==> src/rtl/clk_seq_ctrl.sv <==
// Staggered clock-enable sequencer: ramps generator enables up in ascending index
// order and down in descending order with a fixed gap. Optional err port via CLK_SEQ_ERR_EN.
module clk_seq_ctrl #(
  parameter int unsigned NUM_CLKS = 4,
  parameter int unsigned GAP      = 8
) (
  input  logic                clk,
  input  logic                rst,
  input  logic                start_req,
  input  logic                stop_req,
  input  logic [NUM_CLKS-1:0] mask,
  output logic [NUM_CLKS-1:0] en,
  output logic                busy,
  output logic                done
`ifdef CLK_SEQ_ERR_EN
  ,
  output logic                err
`endif
);

  localparam int unsigned IW = (NUM_CLKS > 1) ? $clog2(NUM_CLKS) : 1;
  localparam int unsigned SW = IW + 1;
  localparam int unsigned CW = $clog2(GAP + 1);

  typedef enum logic [1:0] {
    OFF       = 2'd0,
    RAMP_UP   = 2'd1,
    ON        = 2'd2,
    RAMP_DOWN = 2'd3
  } state_t;

  state_t              state, state_nxt;
  logic [NUM_CLKS-1:0] act_mask, act_mask_nxt;
  logic [NUM_CLKS-1:0] en_nxt;
  logic [IW-1:0]       idx, idx_nxt;
  logic                idx_vld, idx_vld_nxt;
  logic [CW-1:0]       cnt, cnt_nxt;
  logic                busy_nxt, done_nxt;

  // Scan results are {found, index}
  logic [SW-1:0] first_up, second_up, top_dn, second_dn, next_up, next_dn;

  // Lowest set bit of v at index >= floor
  function automatic logic [SW-1:0] scan_up(input logic [NUM_CLKS-1:0] v, input int floor);
    logic [SW-1:0] r;
    r = '0;
    for (int i = int'(NUM_CLKS) - 1; i >= 0; i--) begin
      if (v[i] && (i >= floor)) r = {1'b1, IW'(i)};
    end
    return r;
  endfunction

  // Highest set bit of v at index <= ceil
  function automatic logic [SW-1:0] scan_down(input logic [NUM_CLKS-1:0] v, input int ceil);
    logic [SW-1:0] r;
    r = '0;
    for (int i = 0; i < int'(NUM_CLKS); i++) begin
      if (v[i] && (i <= ceil)) r = {1'b1, IW'(i)};
    end
    return r;
  endfunction

  assign first_up  = scan_up(mask, 0);
  assign second_up = scan_up(mask, int'(first_up[IW-1:0]) + 1);
  assign top_dn    = scan_down(en, int'(NUM_CLKS) - 1);
  assign second_dn = scan_down(en, int'(top_dn[IW-1:0]) - 1);
  assign next_up   = scan_up(act_mask, int'(idx) + 1);
  assign next_dn   = scan_down(en, int'(idx) - 1);

  always_ff @(posedge clk) begin
    if (rst) begin
      state    <= OFF;
      act_mask <= '0;
      en       <= '0;
      idx      <= '0;
      idx_vld  <= 1'b0;
      cnt      <= '0;
      busy     <= 1'b0;
      done     <= 1'b0;
    end else begin
      state    <= state_nxt;
      act_mask <= act_mask_nxt;
      en       <= en_nxt;
      idx      <= idx_nxt;
      idx_vld  <= idx_vld_nxt;
      cnt      <= cnt_nxt;
      busy     <= busy_nxt;
      done     <= done_nxt;
    end
  end

  // idx/idx_vld hold the next bit still to be stepped; the first step happens on acceptance
  always_comb begin
    state_nxt    = state;
    act_mask_nxt = act_mask;
    en_nxt       = en;
    idx_nxt      = idx;
    idx_vld_nxt  = idx_vld;
    cnt_nxt      = cnt;
    done_nxt     = 1'b0;

    if (stop_req && ((state == RAMP_UP) || (state == ON))) begin
      state_nxt = RAMP_DOWN;
      if (top_dn[IW]) en_nxt[top_dn[IW-1:0]] = 1'b0;
      cnt_nxt     = CW'(GAP - 1);
      idx_nxt     = second_dn[IW-1:0];
      idx_vld_nxt = second_dn[IW];
    end else begin
      case (state)
        OFF: begin
          if (start_req && !stop_req) begin
            act_mask_nxt = mask;
            if (first_up[IW]) begin
              state_nxt                    = RAMP_UP;
              en_nxt[first_up[IW-1:0]]     = 1'b1;
              cnt_nxt                      = CW'(GAP - 1);
              idx_nxt                      = second_up[IW-1:0];
              idx_vld_nxt                  = second_up[IW];
            end else begin
              state_nxt = ON;
              done_nxt  = 1'b1;
            end
          end
        end
        RAMP_UP: begin
          if (!idx_vld) begin
            state_nxt = ON;
            done_nxt  = 1'b1;
          end else if (cnt == '0) begin
            en_nxt[idx] = 1'b1;
            cnt_nxt     = CW'(GAP - 1);
            idx_nxt     = next_up[IW-1:0];
            idx_vld_nxt = next_up[IW];
          end else begin
            cnt_nxt = cnt - CW'(1);
          end
        end
        RAMP_DOWN: begin
          if (!idx_vld) begin
            state_nxt = OFF;
            done_nxt  = 1'b1;
          end else if (cnt == '0) begin
            en_nxt[idx] = 1'b0;
            cnt_nxt     = CW'(GAP - 1);
            idx_nxt     = next_dn[IW-1:0];
            idx_vld_nxt = next_dn[IW];
          end else begin
            cnt_nxt = cnt - CW'(1);
          end
        end
        ON: begin
        end
        default: state_nxt = OFF;
      endcase
    end

    busy_nxt = (state_nxt == RAMP_UP) || (state_nxt == RAMP_DOWN);
  end

`ifdef CLK_SEQ_ERR_EN
  // A start loses to a simultaneous stop and is only accepted in OFF; stop is ignored in OFF/RAMP_DOWN
  logic drop;
  assign drop = (start_req && (stop_req || (state != OFF))) ||
                (stop_req && ((state == OFF) || (state == RAMP_DOWN)));

  always_ff @(posedge clk) begin
    if (rst) err <= 1'b0;
    else     err <= drop;
  end
`endif

endmodule

==> config.mk <==
export PLATFORM = sky130hd
export DESIGN_NAME = clk_seq_ctrl
export DESIGN_NICKNAME = d
export VERILOG_FILES = /design/src/rtl/clk_seq_ctrl.sv
export SDC_FILE = /design/constraint.sdc
export NUM_CORES = 1
export LEC_CHECK = 0
export ABC_AREA = 1
export ABC_CLOCK_PERIOD_IN_PS = 2400
export CORE_ASPECT_RATIO = 0.8
export CORE_UTILIZATION = 40
export DETAILED_ROUTE_END_ITERATION = 10
export PLACE_DENSITY = 0.59
export SYNTH_ARGS = -nofsm -noshare
export SYNTH_HDL_FRONTEND = slang
export SYNTH_SLANG_ARGS = --single-unit
==> constraint.sdc <==
create_clock -name clk -period 2.4 [get_ports clk]
set_input_delay 0.24 -clock clk [delete_from_list [all_inputs] [get_ports clk]]
set_output_delay 0.24 -clock clk [all_outputs]
set_load 0.02 [all_outputs]
==> results.py <==
metrics = {
    "clock_tree": {
        "clock_latency_ps": 260,
        "cts.sinks": 18,
        "cts_resized": 0,
        "htreeDepth": 1,
        "clk_pin_slew_ps": 80,
        "ctsHoldBuffers": 0,
        "cts_buffers": 3,
        "cts_tree": "done",
        "clockBufferDepth": 2,
        "root_buffer": "clkbuf_8",
        "post_cts_buffers": 0,
    },
    "sta": {
        "hold_violations": 0,
        "setup_viol_count_final": 0,
        "grt_setup_unrepaired": "false",
        "finalCritPeriodShare_pct": 83.74,
        "tns_ps": 0,
        "drv_slew": 0,
        "max_freq_mhz": 497.6,
        "min_period_ps": 2010,
        "worstMarginPinSlew_ps": 518.2,
        "relSlewSlack_pct": 65.34,
        "fin_skew_ps": 7.887,
    },
    "placed_design": {
        "hpwl_um": 3168,
        "io_buffers": 13,
        "dpl_cell_area_um2": 1800,
        "gp_congestion": 0.8253,
    },
    "floorplanning": {
        "io_pins": 14,
        "dieWidth_um": 72.83,
        "coreArea_um2": 3829,
        "die_area_um2": 4272,
        "fp.dieH_um": 58.66,
        "start_util_pct": 41.93,
        "num_rows": 20,
    },
    "synthesis": {
        "synth_seq_area_share_pct": 22.45,
        "netlist_area_um2": 1605,
        "ys_types": 30,
        "ys_seq_elements": 18,
        "syn-num-nets": 275,
        "syn_avg_cell_area_um2": 6.473,
        "ys.warnings.count": 0,
        "postSynthCellCount": 248,
    },
    "detailed_routing": {
        "drtPass1Iterations": 4,
        "detail-route-antenna-nets": 0,
        "viasPerCell": 4.894,
        "drc": 0,
        "postRouteWirelength_um": 4025,
        "via_count": 1566,
        "wl_per_cell_um": 12.58,
        "drt_iter0_drc": 109,
    },
    "pwr": {
        "combPwrFrac_pct": 64.0,
        "internal_power_uw": 1033,
        "p_leak_uw": 0.0008789,
        "ir_drop_mv": 0.5214,
        "seqPwrFrac_pct": 23.6,
        "switching_share_pct": 51.11,
        "switchingPower_uw": 1080,
        "pwr-share-clk_pct": 12.4,
        "power_density_nw_per_um2": 1138,
    },
    "global_route": {
        "grt_pass1_vias": 1478,
        "grt_pass1_wl_um": 6893,
        "antenna_found_initial": 0,
        "track_usage_pct": 21.11,
        "grt_start_max_net_pins": 13,
        "overflow": 0,
    },
    "worst_setup_path": {
        "worstSetupStartpointType": "flip-flop",
        "critPathRequiredTime_ps": 2550,
        "endpoint_kind": "flip-flop",
        "worst-setup-path-type": "flip-flop to flip-flop",
        "arrival_ps": 2160,
        "cp_max_fo": 12,
        "r2r_setup_slack_ps": 390,
    },
    "finish": {
        "multi_input_area_um2": 1084,
        "nFillCells": 410,
        "regArea_um2": 360.3,
        "stdcell_area_um2": 1856,
        "fin_nets": 293,
        "area_growth_pct": 15.59,
        "diodes": 0,
        "drive_gt1_share_pct": 10.94,
    },
    "outcome": {
        "outcome": "completed",
    },
    "worst_hold_path": {
        "worst_hold_path_type": "flip-flop to flip-flop",
    },
    "job": {
        "cap_violations": 0,
    },
}
## cell families after synthesis
logic type,share of synthesized area [%]
simple gates,33.98
fa+ha+maj,14.81
compound gates,18.71
buf+inv,10.05
flops,22.45
## flip-flops by register name, summed over array words and instances (netlist names)
register / count
cnt: 4
idx_vld: 1
idx: 2
state: 1
en: 4
act_mask: 4
busy: 1
done: 1
## placed cells by master (no fill, tap or decap)
master / count
a31oi_1: 2
a21oi_2: 2
inv_2: 4
nand3_1: 12
or2_2: 1
a21oi_1: 20
clkdlybuf4s50_1: 13
o21ai_1: 5
nand2_1: 46
nand2_4: 3
o31ai_1: 1
buf_4: 2
nor2_4: 1
nand3b_1: 1
nand2_2: 2
o21ai_2: 2
nor3_1: 4
inv_1: 34
nand3_2: 2
dfxtp_1: 18
o21bai_1: 1
nor2_2: 3
nand3_4: 1
o21ai_0: 18
clkbuf_8: 4
ha_1: 19
a21boi_2: 1
nand4_1: 2
nor4_1: 1
nor2_1: 39
o21bai_2: 1
## stage by stage
stage               worst slack, ps  utilization [%]  power (uW)  instances  hold slack (ps)
floorplan                     566.0                -        1520        248            374.2
global placement              515.2            47.03        1854        316            480.0
detailed placement            415.6            47.03        1851        316            482.0
CTS                           401.3            48.46        2123        320            493.1
global route                  198.2            48.46        2329        320            538.1
finish                        390.3            48.46        2112        320            492.0
## final timing paths
kind	start	endpoint	cells after the start
worst max-delay path	busy	en[3]	9
worst min-delay path	cnt[3]	cnt[3]	2
worst max register to register	busy	en[3]	9
worst min register to register	cnt[3]	cnt[3]	2
## power by group through the flow
| stage | Sequential, uW | Clock, uW | Combinational, uW |
|---|---|---|---|
| floorplan | 516 | 0 | 1000 |
| global route | 517 | 280 | 1530 |
| global placement | 506 | 0 | 1350 |
| finish | 498 | 263 | 1350 |
| CTS | 500 | 267 | 1360 |
| detailed placement | 506 | 0 | 1340 |
## critical path: stages, from the launching register on
cell and delay (ps):
dfxtp_1 410, inv_1 90, ha_1 310, nand2_2 170, inv_2 240, nor2_1 110
nor2_4 190, nand3_4 110, o21ai_0 190, nand2_1 70
## routing by layer
metal | part of all wire, % | track usage (%)
met3 | 5.4 | 4.452
met2 | 40 | 32.18
met5 | 0 | 0
met4 | 1.1 | 3.361
met1 | 53 | 31.00
## layout make-up
cell class	instances	share of cell area (%)
Multi-Input combinational cell	190	58.40
Tap cell	55	3.709
Timing Repair Buffer	15	7.822
Clock buffer	4	2.967
Inverter	38	7.687
Sequential cell	18	19.42
## cell usage after synthesis, drive strengths merged
library cell	count	area share (%)
ha	19	15
nand3	15	6.1
or2	1	0.39
nor2	43	11
dfxtp	18	22
a21oi	22	7.3
clkbuf	1	0.86
o21ai	25	8.3
nand2	51	14
nor4	1	0.39
nand3b	1	0.47
inv	38	8.9
buf	1	0.31
a31oi	2	0.78
nand4	2	0.78
a21boi	1	0.70
nor3	4	1.2
o21bai	2	1.2
o31ai	1	0.47
No activity file was read; power rests on OpenSTA's default activity.
